File: src/rtl/io_uart_mmio_if.sv
// io_uart_mmio_if: load/store request bus from the memory stage to the I/O region.
// Read data in dout is registered and valid one cycle after the request.
interface io_uart_mmio_if;
   logic        en;
   logic [3:0]  we;
   logic [31:0] addr;
   logic [31:0] din;
   logic [31:0] dout;

   modport master (output en, output we, output addr, output din, input dout);
   modport slave  (input en, input we, input addr, input din, output dout);
endinterface

File: src/rtl/io_uart_mmio.sv
// io_uart_mmio: MMIO responder with UART TX byte FIFO, cycle counter and optional UART RX.
// Define IO_UART_RX_EN to build the receiver, its synchronizer and the 0x04 rx data register.
module io_uart_mmio #(
   parameter int unsigned CLKS_PER_BIT = 434,
   parameter int unsigned TX_DEPTH     = 8
) (
   input  logic          clk,
   input  logic          rst,
   io_uart_mmio_if.slave bus,
   output logic          serial_out,
   input  logic          serial_in
);
   localparam int unsigned   CW      = $clog2(CLKS_PER_BIT);
   localparam int unsigned   AW      = $clog2(TX_DEPTH);
   localparam logic [CW-1:0] BitLast = CW'(CLKS_PER_BIT - 1);
   localparam logic [AW:0]   Full    = (AW + 1)'(TX_DEPTH);

   typedef enum logic [1:0] {TxIdle, TxStart, TxData, TxStop} tx_state_e;

   logic        sel, rd, wr, push_req, push, tx_pop, full, empty, clr;
   logic [7:0]  off;
   logic [31:0] rd_data, dout_q, cycle_q;
   logic        rx_valid, rx_overrun;
   logic [7:0]  rx_byte;

   assign sel      = bus.addr[31:28] == 4'h8;
   assign off      = bus.addr[7:0];
   assign rd       = bus.en && (bus.we == 4'b0);
   assign wr       = bus.en && (bus.we != 4'b0) && sel;
   assign push_req = wr && (off == 8'h08);
   assign clr      = wr && (off == 8'h18);

   // TX FIFO; a push on a full FIFO is still accepted when the same cycle pops.
   logic [7:0]    fifo_mem [TX_DEPTH];
   logic [AW-1:0] wr_ptr_q, rd_ptr_q;
   logic [AW:0]   count_q;
   logic          tx_overflow_q;

   assign full  = count_q == Full;
   assign empty = count_q == '0;
   assign push  = push_req && (!full || tx_pop);

   always_ff @(posedge clk) begin
      if (push) fifo_mem[wr_ptr_q] <= bus.din[7:0];
   end

   always_ff @(posedge clk or posedge rst) begin
      if (rst) begin
         wr_ptr_q      <= '0;
         rd_ptr_q      <= '0;
         count_q       <= '0;
         tx_overflow_q <= 1'b0;
      end else begin
         if (push)   wr_ptr_q <= wr_ptr_q + 1'b1;
         if (tx_pop) rd_ptr_q <= rd_ptr_q + 1'b1;
         case ({push, tx_pop})
            2'b10:   count_q <= count_q + 1'b1;
            2'b01:   count_q <= count_q - 1'b1;
            default: count_q <= count_q;
         endcase
         if (push_req && !push) tx_overflow_q <= 1'b1;
      end
   end

   // TX FSM; the line is registered from the current state, so it trails the state by a cycle.
   tx_state_e     tx_state_q, tx_state_d;
   logic [CW-1:0] tx_cnt_q, tx_cnt_d;
   logic [2:0]    tx_bit_q, tx_bit_d;
   logic [7:0]    tx_shift_q, tx_shift_d;
   logic          tx_line_q, tx_line_d;

   always_comb begin
      tx_state_d = tx_state_q;
      tx_cnt_d   = tx_cnt_q;
      tx_bit_d   = tx_bit_q;
      tx_shift_d = tx_shift_q;
      tx_pop     = 1'b0;
      unique case (tx_state_q)
         TxIdle: begin
            if (!empty) begin
               tx_pop     = 1'b1;
               tx_shift_d = fifo_mem[rd_ptr_q];
               tx_cnt_d   = '0;
               tx_state_d = TxStart;
            end
         end
         TxStart: begin
            if (tx_cnt_q == BitLast) begin
               tx_cnt_d   = '0;
               tx_bit_d   = '0;
               tx_state_d = TxData;
            end else tx_cnt_d = tx_cnt_q + 1'b1;
         end
         TxData: begin
            if (tx_cnt_q == BitLast) begin
               tx_cnt_d   = '0;
               tx_shift_d = tx_shift_q >> 1;
               if (tx_bit_q == 3'd7) tx_state_d = TxStop;
               else tx_bit_d = tx_bit_q + 1'b1;
            end else tx_cnt_d = tx_cnt_q + 1'b1;
         end
         TxStop: begin
            if (tx_cnt_q == BitLast) begin
               tx_cnt_d   = '0;
               tx_state_d = TxIdle;
            end else tx_cnt_d = tx_cnt_q + 1'b1;
         end
         default: tx_state_d = TxIdle;
      endcase
      tx_line_d = (tx_state_q == TxStart) ? 1'b0 :
                  (tx_state_q == TxData)  ? tx_shift_q[0] : 1'b1;
   end

   always_ff @(posedge clk or posedge rst) begin
      if (rst) begin
         tx_state_q <= TxIdle;
         tx_cnt_q   <= '0;
         tx_bit_q   <= '0;
         tx_shift_q <= '0;
         tx_line_q  <= 1'b1;
      end else begin
         tx_state_q <= tx_state_d;
         tx_cnt_q   <= tx_cnt_d;
         tx_bit_q   <= tx_bit_d;
         tx_shift_q <= tx_shift_d;
         tx_line_q  <= tx_line_d;
      end
   end

   assign serial_out = tx_line_q;

`ifdef IO_UART_RX_EN
   typedef enum logic [1:0] {RxIdle, RxStart, RxData, RxStop} rx_state_e;
   localparam logic [CW-1:0] HalfLast = CW'(CLKS_PER_BIT / 2 - 1);

   rx_state_e     rx_state_q, rx_state_d;
   logic [CW-1:0] rx_cnt_q, rx_cnt_d;
   logic [2:0]    rx_bit_q, rx_bit_d;
   logic [7:0]    rx_shift_q, rx_shift_d, rx_byte_q;
   logic          rx_s1_q, rx_s2_q, rx_s3_q, rx_done, rx_read, rx_valid_q, rx_overrun_q;

   assign rx_read = rd && sel && (off == 8'h04);

   always_comb begin
      rx_state_d = rx_state_q;
      rx_cnt_d   = rx_cnt_q;
      rx_bit_d   = rx_bit_q;
      rx_shift_d = rx_shift_q;
      rx_done    = 1'b0;
      unique case (rx_state_q)
         RxIdle: begin
            if (rx_s3_q && !rx_s2_q) begin
               rx_cnt_d   = '0;
               rx_state_d = RxStart;
            end
         end
         RxStart: begin
            if (rx_cnt_q == HalfLast) begin
               rx_cnt_d   = '0;
               rx_bit_d   = '0;
               rx_state_d = rx_s2_q ? RxIdle : RxData;
            end else rx_cnt_d = rx_cnt_q + 1'b1;
         end
         RxData: begin
            if (rx_cnt_q == BitLast) begin
               rx_cnt_d   = '0;
               rx_shift_d = {rx_s2_q, rx_shift_q[7:1]};
               if (rx_bit_q == 3'd7) rx_state_d = RxStop;
               else rx_bit_d = rx_bit_q + 1'b1;
            end else rx_cnt_d = rx_cnt_q + 1'b1;
         end
         RxStop: begin
            if (rx_cnt_q == BitLast) begin
               rx_cnt_d   = '0;
               rx_done    = rx_s2_q;
               rx_state_d = RxIdle;
            end else rx_cnt_d = rx_cnt_q + 1'b1;
         end
         default: rx_state_d = RxIdle;
      endcase
   end

   always_ff @(posedge clk or posedge rst) begin
      if (rst) begin
         {rx_s1_q, rx_s2_q, rx_s3_q} <= 3'b111;
         rx_state_q   <= RxIdle;
         rx_cnt_q     <= '0;
         rx_bit_q     <= '0;
         rx_shift_q   <= '0;
         rx_byte_q    <= '0;
         rx_valid_q   <= 1'b0;
         rx_overrun_q <= 1'b0;
      end else begin
         {rx_s1_q, rx_s2_q, rx_s3_q} <= {serial_in, rx_s1_q, rx_s2_q};
         rx_state_q <= rx_state_d;
         rx_cnt_q   <= rx_cnt_d;
         rx_bit_q   <= rx_bit_d;
         rx_shift_q <= rx_shift_d;
         // A completion racing a read keeps valid set and is not an overrun.
         if (rx_done) begin
            rx_byte_q  <= rx_shift_q;
            rx_valid_q <= 1'b1;
         end else if (rx_read) rx_valid_q <= 1'b0;
         if (rx_read) rx_overrun_q <= 1'b0;
         else if (rx_done && rx_valid_q) rx_overrun_q <= 1'b1;
      end
   end

   assign rx_valid   = rx_valid_q;
   assign rx_overrun = rx_overrun_q;
   assign rx_byte    = rx_byte_q;
`else
   assign rx_valid   = 1'b0;
   assign rx_overrun = 1'b0;
   assign rx_byte    = 8'h00;
`endif

   always_ff @(posedge clk or posedge rst) begin
      if (rst)      cycle_q <= '0;
      else if (clr) cycle_q <= '0;
      else          cycle_q <= cycle_q + 1'b1;
   end

   always_comb begin
      rd_data = '0;
      if (sel) begin
         case (off)
            8'h00:   rd_data = {28'b0, rx_overrun, tx_overflow_q, rx_valid, !full};
            8'h04:   rd_data = {24'b0, rx_byte};
            8'h10:   rd_data = cycle_q;
            default: rd_data = '0;
         endcase
      end
   end

   always_ff @(posedge clk or posedge rst) begin
      if (rst)     dout_q <= '0;
      else if (rd) dout_q <= rd_data;
   end

   assign bus.dout = dout_q;

   logic unused_bits;
   assign unused_bits = ^{bus.addr[27:8], bus.din[31:8], serial_in};
endmodule

File: src/flat_wrapper.sv
// flat-port wrapper written by rule: the top's interface ports become plain ports
module io_uart_mmio_flat 
#(
   parameter int unsigned CLKS_PER_BIT = 434,
   parameter int unsigned TX_DEPTH     = 8
)
  (clk, rst, serial_out, serial_in, bus_en, bus_we, bus_addr, bus_din, bus_dout);
  io_uart_mmio_if bus_i ();
  input  logic clk;
  input  logic rst;
  output logic serial_out;
  input  logic serial_in;
  input wire logic [$bits(bus_i.en)-1:0] bus_en;
  input wire logic [$bits(bus_i.we)-1:0] bus_we;
  input wire logic [$bits(bus_i.addr)-1:0] bus_addr;
  input wire logic [$bits(bus_i.din)-1:0] bus_din;
  output wire logic [$bits(bus_i.dout)-1:0] bus_dout;
  assign bus_i.en = bus_en;
  assign bus_i.we = bus_we;
  assign bus_i.addr = bus_addr;
  assign bus_i.din = bus_din;
  assign bus_dout = bus_i.dout;
  io_uart_mmio #(.CLKS_PER_BIT(CLKS_PER_BIT), .TX_DEPTH(TX_DEPTH)) u_core (.clk(clk), .rst(rst), .bus(bus_i), .serial_out(serial_out), .serial_in(serial_in));
endmodule
File: config.mk
export PLATFORM = sky130hd
export DESIGN_NAME = io_uart_mmio_flat
export DESIGN_NICKNAME = d
export VERILOG_FILES = /design/src/rtl/io_uart_mmio_if.sv /design/src/rtl/io_uart_mmio.sv /design/src/flat_wrapper.sv
export SDC_FILE = /design/constraint.sdc
export NUM_CORES = 1
export LEC_CHECK = 0
export BUFFER_PORTS_ARGS = -buffer_cell sky130_fd_sc_hd__buf_4
export CORE_MARGIN = 3
export CORE_UTILIZATION = 57
export DETAILED_ROUTE_END_ITERATION = 7
export MAX_ROUTING_LAYER = met4
export PLACE_DENSITY_LB_ADDON = 0.2
export SLEW_MARGIN = 25
export SYNTH_ARGS = -nofsm -noshare
export SYNTH_HDL_FRONTEND = slang
export SYNTH_SLANG_ARGS = --single-unit
File: constraint.sdc
create_clock -name clk -period 3.55 [get_ports clk]
set_clock_uncertainty 0.15 [all_clocks]
set_input_delay 0.355 -clock clk [delete_from_list [all_inputs] [get_ports clk]]
set_output_delay 0.355 -clock clk [all_outputs]
set_load 0.05 [all_outputs]
Word-level counts from Yosys, hierarchy flattened
Memory sizes are Yosys's and may differ from the RTL's.
Index checks and enable logic that the tools add are counted.
{ "word_totals": {"regBits": 98, "ramBits": 64, "elab_cells": 85, "memories": 1} }
{ "mem_list": {"columns": ["name", "words", "width", "read_ports", "rd_ports_with_merged_regs", "wr", "line_no", "rtl"], "rows": [
  ["u_core.fifo_mem", 8, 8, 1, 0, 1, "io_uart_mmio.sv:34", "logic [7:0] fifo_mem [TX_DEPTH];"]
]} }
{ "classes": {"addsub": 7, "eq_ne": 18, "n_mux": 26, "n_reduce_logical": 22} }
{ "op_table": {"columns": ["op", "count"], "rows": [
  ["two-way mux 32 bit", 2],
  ["one-hot mux 32 bit (2 select lines)", 1],
  ["adder 32 x 1 -> 32 bit (second input constant)", 1],
  ["two-way mux 9 bit", 2],
  ["one-hot mux 9 bit (2 select lines)", 1],
  ["== test 8 x 5 -> 1 bit (second input constant)", 2],
  ["two-way mux 8 bit", 2],
  ["one-hot mux 8 bit (2 select lines)", 1],
  ["two-way mux 2 bit", 5],
  ["adder 3 x 1 -> 3 bit (second input constant)", 3],
  ["adder 9 x 1 -> 9 bit (second input constant)", 1],
  ["== test 9 bit (second input constant)", 1],
  ["two-way mux 3 bit", 3],
  ["== test 4 bit (second input constant)", 2],
  ["== test 8 x 4 -> 1 bit (second input constant)", 1],
  ["logical NOT 4 bit", 2],
  ["logical NOT 8 bit", 1],
  ["inequality test 2 x 1 -> 1 bit (second input constant)", 4],
  ["one-hot mux 2 bit (4 select lines)", 1],
  ["one-hot mux 4 bit (2 select lines)", 1],
  ["logical AND 1 bit", 7],
  ["== test 2 bit (second input constant)", 3],
  ["two-way mux 1 bit", 6],
  ["one-hot mux 3 bit (2 select lines)", 1],
  ["other kinds (14)", 19]
]} }

Logic depth before layout (Yosys ltp)
Gate-level depths: netlist (run 1).
{ "depth": {"word_depth": 7, "ltp_mapped": 10, "ltp_nobuf": 9} }

Worst setup path after synthesis (run 1)
OpenSTA, ideal clock, no wires.
{ "synth_timing": {"path_kind": "register -> register", "from": "register u_core.tx_state_q[0]", "to": "memory u_core.fifo_mem[4][0] (enable)", "setup_time_ns": 0.398, "t_arrival_ns": 2.581, "t_required_ns": 3.002, "slack_ns": 0.421, "path_stages_with_launch": 8, "path_buffers": 2, "period_less_slack_ns": 3.129, "cell_sequence": "dfrtp_1 inv_1 ha_1 buf_2 and3b_1 or4_4 buf_6 nor4b_1"} }
{ "synth_via": {"elab_chain_len": 6} }
{ "synth_lines": {"columns": ["element", "line_no", "rtl"], "rows": [
  ["from (decl)", "io_uart_mmio.sv:66", "tx_state_e tx_state_q, tx_state_d;"],
  ["from (signal assigned)", "io_uart_mmio.sv:116", "tx_state_q <= TxIdle;"],
  ["from (signal assigned)", "io_uart_mmio.sv:122", "tx_state_q <= tx_state_d;"],
  ["logical NOT 2 bit", "io_uart_mmio.sv:78", "unique case (tx_state_q)"],
  ["two-way mux 1 bit", "io_uart_mmio.sv:78", null],
  ["logical OR 1 bit", "io_uart_mmio.sv:41", "assign push = push_req && (!full || tx_pop);"],
  ["logical AND 1 bit", "io_uart_mmio.sv:41", null],
  ["two-way mux 1 bit", "io_uart_mmio.sv:44", "if (push) fifo_mem[wr_ptr_q] <= bus.din[7:0];"],
  ["two-way mux 1 bit (not written as such)", "io_uart_mmio.sv:44", null],
  ["to (decl)", "io_uart_mmio.sv:34", null]
]} }
Every way passes these cells.

Worst setup path after layout (run 1)
{ "layout_timing": {"from": "register u_core.tx_state_q[0]", "to": "memory u_core.fifo_mem[1][6] (enable)"} }
The elaborated chain is that of the path after synthesis.

==> flow_metrics.py, run 1 <==
metrics = {
    "sta": {
        "hold_viol_final": 0,
        "worst_slew_pin_slew_ns": 0.814,
        "fin_tns_setup_ns": 0,
        "finalSetupViolCount": 0,
        "timing.hold.ws_ns": 0.0175,
        "timing.slew.headroom": 0.455,
        "rsz0062_at_grt": "no",
        "period_minus_slack_ns": 2.86,
        "fin_crit_sh": 0.807,
        "fmax_mhz": 349,
        "finalMaxSlewViolations": 0,
    },
    "power": {
        "power.static_leakage_nw": 3.32,
        "ir_worst_vdd_v": 0.000387,
        "powerDensity_nw_per_um2": 616,
    },
    "yosys": {
        "synthDistinctLibCells": 56,
        "synthArstFlopShare": 0.605,
        "yosys_warnings": 0,
        "yosys.area.top_type": "dfrtp_1",
        "postSynthCellCount": 532,
        "ys.flop_type": "dfrtp_1",
        "yosysSeqAreaShare": 0.622,
        "syn_avg_cell_area_um2": 13.2,
        "netlist_top_cells_area": "dfrtp_1, edfxtp_1, mux4_2",
        "ys_ff_latch": 162,
        "synth_top_cell_area_share": 0.345,
        "syn-cell-area_um2": 7030,
        "syn-num-nets": 617,
        "synth-edff-count": 64,
    },
    "cells_and_area": {
        "fillers": 775,
        "layout_commonest_cell": "dfrtp_1",
        "final_cell_mix": "dfrtp_1, buf_4, edfxtp_1",
        "final-seq-area_um2": 4380,
        "area_delta_synth_final_pct": 18.7,
        "final_nets": 693,
        "num_antenna_cells": 0,
        "multi_input_area_um2": 2530,
        "drive_gt1_frac": 0.230,
    },
    "run": {
        "maxCapViolCount": 0,
    },
    "cts": {
        "root_buffer": "clkbuf_16",
        "clk_pin_slew_ns": 0.07,
        "post_cts_buffers": 0,
        "clockBufferDepth": 2,
        "htree_levels": 4,
        "cts_tree": "built",
        "clk_latency_ns": 0.43,
        "cts-resized-gates": 0,
        "cts_made_buffers": 17,
        "clock-sinks": 162,
    },
    "route": {
        "wl_um": 14100,
        "vias": 4473,
        "dr.first_iter.drc_count": 344,
        "ant_nets": 0,
        "route.detailed.drc": 0,
        "drtPass1Iterations": 6,
        "viasPerCell": 5.70,
        "wl_per_cell_um": 17.9,
    },
    "run_status": {
        "status": "finished, final reports clean",
    },
    "setup_path": {
        "r2r-start": "u_core.tx_state_q[0]",
        "worst-path-max-fanout": 10,
        "startpoint_type": "flop",
        "worst-endpoint-arrival_ns": 2.84,
        "crit_type": "reg2reg",
        "reg2reg_depth": 7,
        "cp-startpoint": "u_core.tx_state_q[0]",
        "endpoint": "u_core.fifo_mem[1][6]",
        "r2r_slack_ns": 0.69,
        "timing.rr.end": "u_core.fifo_mem[1][6]",
        "critPathCaptureType": "flop",
        "cp.required_ns": 3.53,
    },
    "floorplan": {
        "die_h_um": 117,
        "io-pin-count": 105,
        "fp.dieW_um": 117,
        "core_um2": 11800,
        "placement_rows": 39,
        "start_util": 0.598,
        "dieArea_um2": 13700,
    },
    "place": {
        "io_buffers": 59,
        "dp_hpwl_um": 8970,
        "finalWeightedCongestion": 0.795,
    },
    "global_routing": {
        "grt_max_degree": 79,
        "grtUsageTotal": 0.228,
        "grt_first_pass_wirelength_um": 22800,
        "grt-ovfl-total": 0,
        "grt_antenna_before_repair": 0,
        "first_global_vias": 4475,
    },
    "min_path": {
        "hold_path_class": "in2reg",
    },
}
==> timing repair <==
action	4_1_cts	5_1_grt
hold endpoints to repair	42	76
hold buffers	6	1
setup endpoints to repair	0	0
==> flip-flops by register name (all words and copies together) (netlist names) <==
name	count
u_core.fifo_mem	64
u_core.bus.dout	32
u_core.cycle_q	32
u_core.tx_cnt_q	9
u_core.tx_shift_q	8
u_core.count_q	4
u_core.rd_ptr_q	3
u_core.tx_bit_q	3
u_core.wr_ptr_q	3
u_core.tx_state_q	2
u_core.serial_out	1
u_core.tx_overflow_q	1
==> worst min-delay path by stage <==
stage,startpoint,end,slack (ns),cells after the start
finish,bus_din[1],u_core.fifo_mem[6][1],0.02,1
global route,bus_din[1],u_core.fifo_mem[3][1],0.02,1
CTS,bus_din[1],u_core.fifo_mem[6][1],0.005,1
detailed placement,u_core.tx_shift_q[4],u_core.tx_shift_q[4],0.31,2
global placement,u_core.tx_shift_q[4],u_core.tx_shift_q[4],0.31,2
floorplan,u_core.tx_overflow_q,u_core.tx_overflow_q,0.29,1
==> worst max-delay path, stage by stage (launching register included) <==
cell,delay (ns)
dfrtp_1,0.41
inv_1,0.13
ha_1,0.35
and3b_1,0.26
or4_4,0.54
or2_4,0.28
nor3_1,0.21
buf_4,0.23
==> where the power goes <==
part | switching (W) | leakage (nW) | internal [W] | total [W]
sequential | 0.000210 | 1.77 | 0.00211 | 0.00232
clock | 0.000759 | 0.272 | 0.00104 | 0.00180
combinational | 0.000527 | 1.28 | 0.000496 | 0.00102
==> cells by family (layout without fill, tap and decap cells) <==
| logic type | Yosys count | in the layout | synth area share |
|---|---|---|---|
| xor gates and xnor gates | 43 | 43 | 0.0535 |
| DFF | 162 | 162 | 0.622 |
| buffers and inverters | 31 | 120 | 0.0201 |
| AOI/OAI and AO/OA | 72 | 72 | 0.0724 |
| and+or+nand+nor | 182 | 182 | 0.138 |
| adders and majority gates | 13 | 13 | 0.0231 |
| muxes | 29 | 29 | 0.0705 |
==> metal layers <==
layer  track usage  vias up  part of all wire
met2         0.341      107              0.49
met5             -        -                 0
met3        0.0540       20             0.046
met4        0.0856        0             0.016
met1         0.308     2245              0.45
li1              -     2101                 -
==> through the flow <==
stage	power (W)	util	instances	instance area (um2)	setup slack (ns)
after floorplan	0.00312	-	532	7030	0.421
after global routing	0.00541	0.710	785	8350	0.557
final	0.00514	0.710	785	8350	0.687
after detailed placement	0.00337	0.654	746	7690	0.750
after CTS	0.00518	0.709	784	8330	0.685
after global placement	0.00331	0.653	746	7680	0.758
==> cells in the mapped netlist, types with 2 or more instances <==
cell type,count
nor2b_1,4
inv_1,7
dfrtp_1,97
nand4_1,14
nor3_2,3
nand2_1,45
xor2_1,30
nor4b_1,2
nand2b_1,2
and2_1,7
mux2_2,3
a22oi_1,3
edfxtp_1,64
mux2i_1,9
and4_1,3
nor3_1,6
and3_1,13
a21oi_1,7
clkbuf_1,12
nor4_1,5
ha_1,13
nor2_1,48
xnor2_1,13
buf_1,2
mux4_2,16
nand3_1,16
buf_4,3
buf_2,4
o21ai_0,23
nor4b_4,2
a22o_1,30
nor3b_2,2
==> cell type report <==
type / instances / area share
inverters: 8 / 0.00420
repair buffers: 80 / 0.0741
multi-input cells: 339 / 0.303
clock buffers: 17 / 0.0510
clock inverters: 15 / 0.0192
flip-flops and latches: 162 / 0.524
well taps: 164 / 0.0246
No activity file was read; power rests on OpenSTA's default activity.
==> run 2: changes to the inputs <==
ABC_AREA = 1   (was default)
clock period = 3 ns   (was 3.55 ns; I/O delays follow)
==> flow_metrics.py, run 2 <==
metrics = {
    "route": {
        "vias": 5847,
        "route.detailed.drc": 0,
        "dr.first_iter.drc_count": 561,
        "viasPerCell": 5.56,
        "wl_per_cell_um": 16.3,
        "wl_um": 17100,
        "drtPass1Iterations": 5,
        "ant_nets": 0,
    },
    "setup_path": {
        "crit_type": "reg2reg",
        "r2r-start": "u_core.tx_state_q[0]",
        "cp.required_ns": 3.16,
        "crit_path_frequent_cell": "inv_1",
        "path_delay_family": "simple AND/OR/NAND/NOR gates",
        "cp-startpoint": "u_core.tx_state_q[0]",
        "critPathCaptureType": "flop",
        "worst-path-buf-inv": 5,
        "worst-path-max-fanout": 10,
        "slowest_delay_ns": 0.41,
        "crit_path_top_delay_cell": "dfrtp_1",
        "startpoint_type": "flop",
        "worstPathCellList": "inv_1 -> ha_1 -> inv_1 -> a21oi_2 -> nand3_1 -> nand2_1 -> inv_1 -> ha_1 -> inv_1 -> nand2_1 -> inv_1 -> nand2_1 -> nand3_1 -> nand2_1",
        "worst-endpoint-arrival_ns": 2.50,
    },
    "yosys": {
        "yosysSeqAreaShare": 0.591,
        "syn-num-nets": 865,
        "synthDistinctLibCells": 40,
        "netlist_top_cells_area": "dfrtp_1, edfxtp_1, nand2_1",
        "yosys-top-cells-count": "nand2_1, dfrtp_1, nor2_1",
        "synth_top_cell_area_share": 0.328,
        "postSynthCellCount": 780,
        "synthArstFlopShare": 0.605,
        "synth.most_common_cell": "nand2_1",
        "ys.flop_type": "dfrtp_1",
        "syn_avg_cell_area_um2": 9.49,
        "yosys_warnings": 0,
        "syn-cell-area_um2": 7400,
        "yosys.area.top_type": "dfrtp_1",
        "synth-edff-count": 64,
        "ys_ff_latch": 162,
    },
    "sta": {
        "hold_viol_final": 0,
        "timing.slew.headroom": 0.370,
        "fin_crit_sh": 0.780,
        "finalMaxSlewViolations": 0,
        "fmax_mhz": 427,
        "fin_tns_setup_ns": 0,
        "worst_slew_pin_slew_ns": 0.944,
        "period_minus_slack_ns": 2.34,
        "rsz0062_at_grt": "no",
        "finalSetupViolCount": 0,
    },
    "cts": {
        "clk_latency_ns": 0.42,
        "clock-sinks": 162,
        "cts_made_buffers": 17,
        "cts_tree": "built",
        "clockBufferDepth": 2,
        "cts-resized-gates": 0,
        "clk_pin_slew_ns": 0.06,
        "htree_levels": 4,
        "root_buffer": "clkbuf_16",
    },
    "floorplan": {
        "fp.dieW_um": 120,
        "die_h_um": 120,
        "io-pin-count": 105,
        "start_util": 0.584,
        "dieArea_um2": 14400,
        "placement_rows": 41,
        "core_um2": 12700,
    },
    "global_routing": {
        "grt-ovfl-total": 0,
        "grt_max_degree": 64,
        "grtUsageTotal": 0.256,
        "grt_first_pass_wirelength_um": 27900,
        "first_global_vias": 5825,
        "grt_antenna_before_repair": 0,
    },
    "run_status": {
        "status": "finished, final reports clean",
    },
    "power": {
        "powerDensity_nw_per_um2": 534,
        "totalPowerFinal_w": 0.00469,
        "ir_worst_vdd_v": 0.000376,
        "power.static_leakage_nw": 3.98,
    },
    "place": {
        "finalWeightedCongestion": 0.908,
        "io_buffers": 59,
        "dp_hpwl_um": 11700,
        "dp.cells": 1010,
    },
    "cells_and_area": {
        "area_delta_synth_final_pct": 18.6,
        "final_nets": 951,
        "drive_gt1_frac": 0.150,
        "final_cells": 1051,
        "final_cell_mix": "nand2_1, dfrtp_1, nor2_1",
        "finish.utilization": 0.693,
        "top_register": "u_core.fifo_mem",
        "largest_reg_flops": 64,
        "layout_commonest_cell": "nand2_1",
        "num_antenna_cells": 0,
    },
    "run": {
        "maxCapViolCount": 0,
    },
    "min_path": {
        "hold_path_class": "in2reg",
        "min_from": "bus_addr[30]",
    },
}
run 2: changes by cell type after synthesis, moves of 11 or more:
| cell | delta |
|---|---|
| xnor2_1 | -13 |
| and3_1 | -12 |
| o21ai_0 | +50 |
| nor3_1 | +24 |
| nand2_1 | +119 |
| o22ai_1 | +14 |
| a21oi_1 | +11 |
| mux4_2 | -16 |
| inv_1 | +73 |
| xor2_1 | -15 |
| a22o_1 | -28 |
| nor2_1 | +42 |
| nand3_1 | +21 |
run 2: final cells by class:
class	instances	area [um2]
well taps	172	215
flip-flops and latches	162	4380
fillers	998	3890
clock inverters	11	101
multi-input cells	515	2640
repair buffers	84	666
clock buffers	21	460
inverters	86	327
run 2: worst register-to-register path, cell delays in order, from the launching register on:
cell,delay [ns]
dfrtp_1,0.41
inv_1,0.12
ha_1,0.21
inv_1,0.08
a21oi_2,0.38
nand3_1,0.19
nand2_1,0.11
inv_1,0.04
ha_1,0.16
inv_1,0.05
nand2_1,0.07
inv_1,0.07
nand2_1,0.05
nand3_1,0.09
nand2_1,0.06
run 2: metal layers:
metal / track usage / vias up / wire, um
met5: - / - / 0
met4: 0.119 / 0 / 499
met3: 0.0462 / 46 / 822
met2: 0.429 / 187 / 8980
met1: 0.302 / 2817 / 6820
li1: - / 2797 / -
run 2: cell families (layout without fill, tap and decap cells):
family,Yosys count,after routing,share of synthesized area
flops,162,162,0.591
xor+xnor,15,15,0.0177
compound gates,130,130,0.101
simple gates,357,357,0.215
fa+ha+maj,13,13,0.0220
buf+inv,103,202,0.0526
run 2: final timing paths:
path,end,slack [ns],cells past startpoint
max,u_core.count_q[2],0.66,14
min,u_core.tx_overflow_q,0.24,5
max reg2reg,u_core.count_q[2],0.66,14
min reg2reg,u_core.tx_shift_q[2],0.33,2
max in group asynchronous,u_core.bus.dout[5],1.46,4
min in group asynchronous,u_core.tx_overflow_q,0.46,3
run 2: power by group:
| part | internal (W) | leakage [nW] | total [W] | switching (W) |
|---|---|---|---|---|
| clock network | 0.00119 | 0.280 | 0.00204 | 0.000855 |
| logic | 0.0000798 | 1.90 | 0.000249 | 0.000170 |
| registers | 0.00235 | 1.80 | 0.00240 | 0.0000461 |
| total | 0.00362 | 3.98 | 0.00469 | 0.00107 |
run 2: stage by stage:
stage	worst slack, ns	hold WS, ns	instance area, um2
2_1_floorplan	0.673	0.249	7410
3_3_place_gp	0.791	0.310	8130
3_5_place_dp	0.728	0.318	8130
4_1_cts	0.677	0.237	8780
5_1_grt	0.459	0.241	8780
6_report	0.659	0.242	8780
run 2: timing repair:
action | 4_1_cts | 5_1_grt
hold buffers | 9 | 0
endpoints found under the setup margin | 0 | 0
setup buffers | 0 | 0
endpoints found under the hold margin | 98 | 0
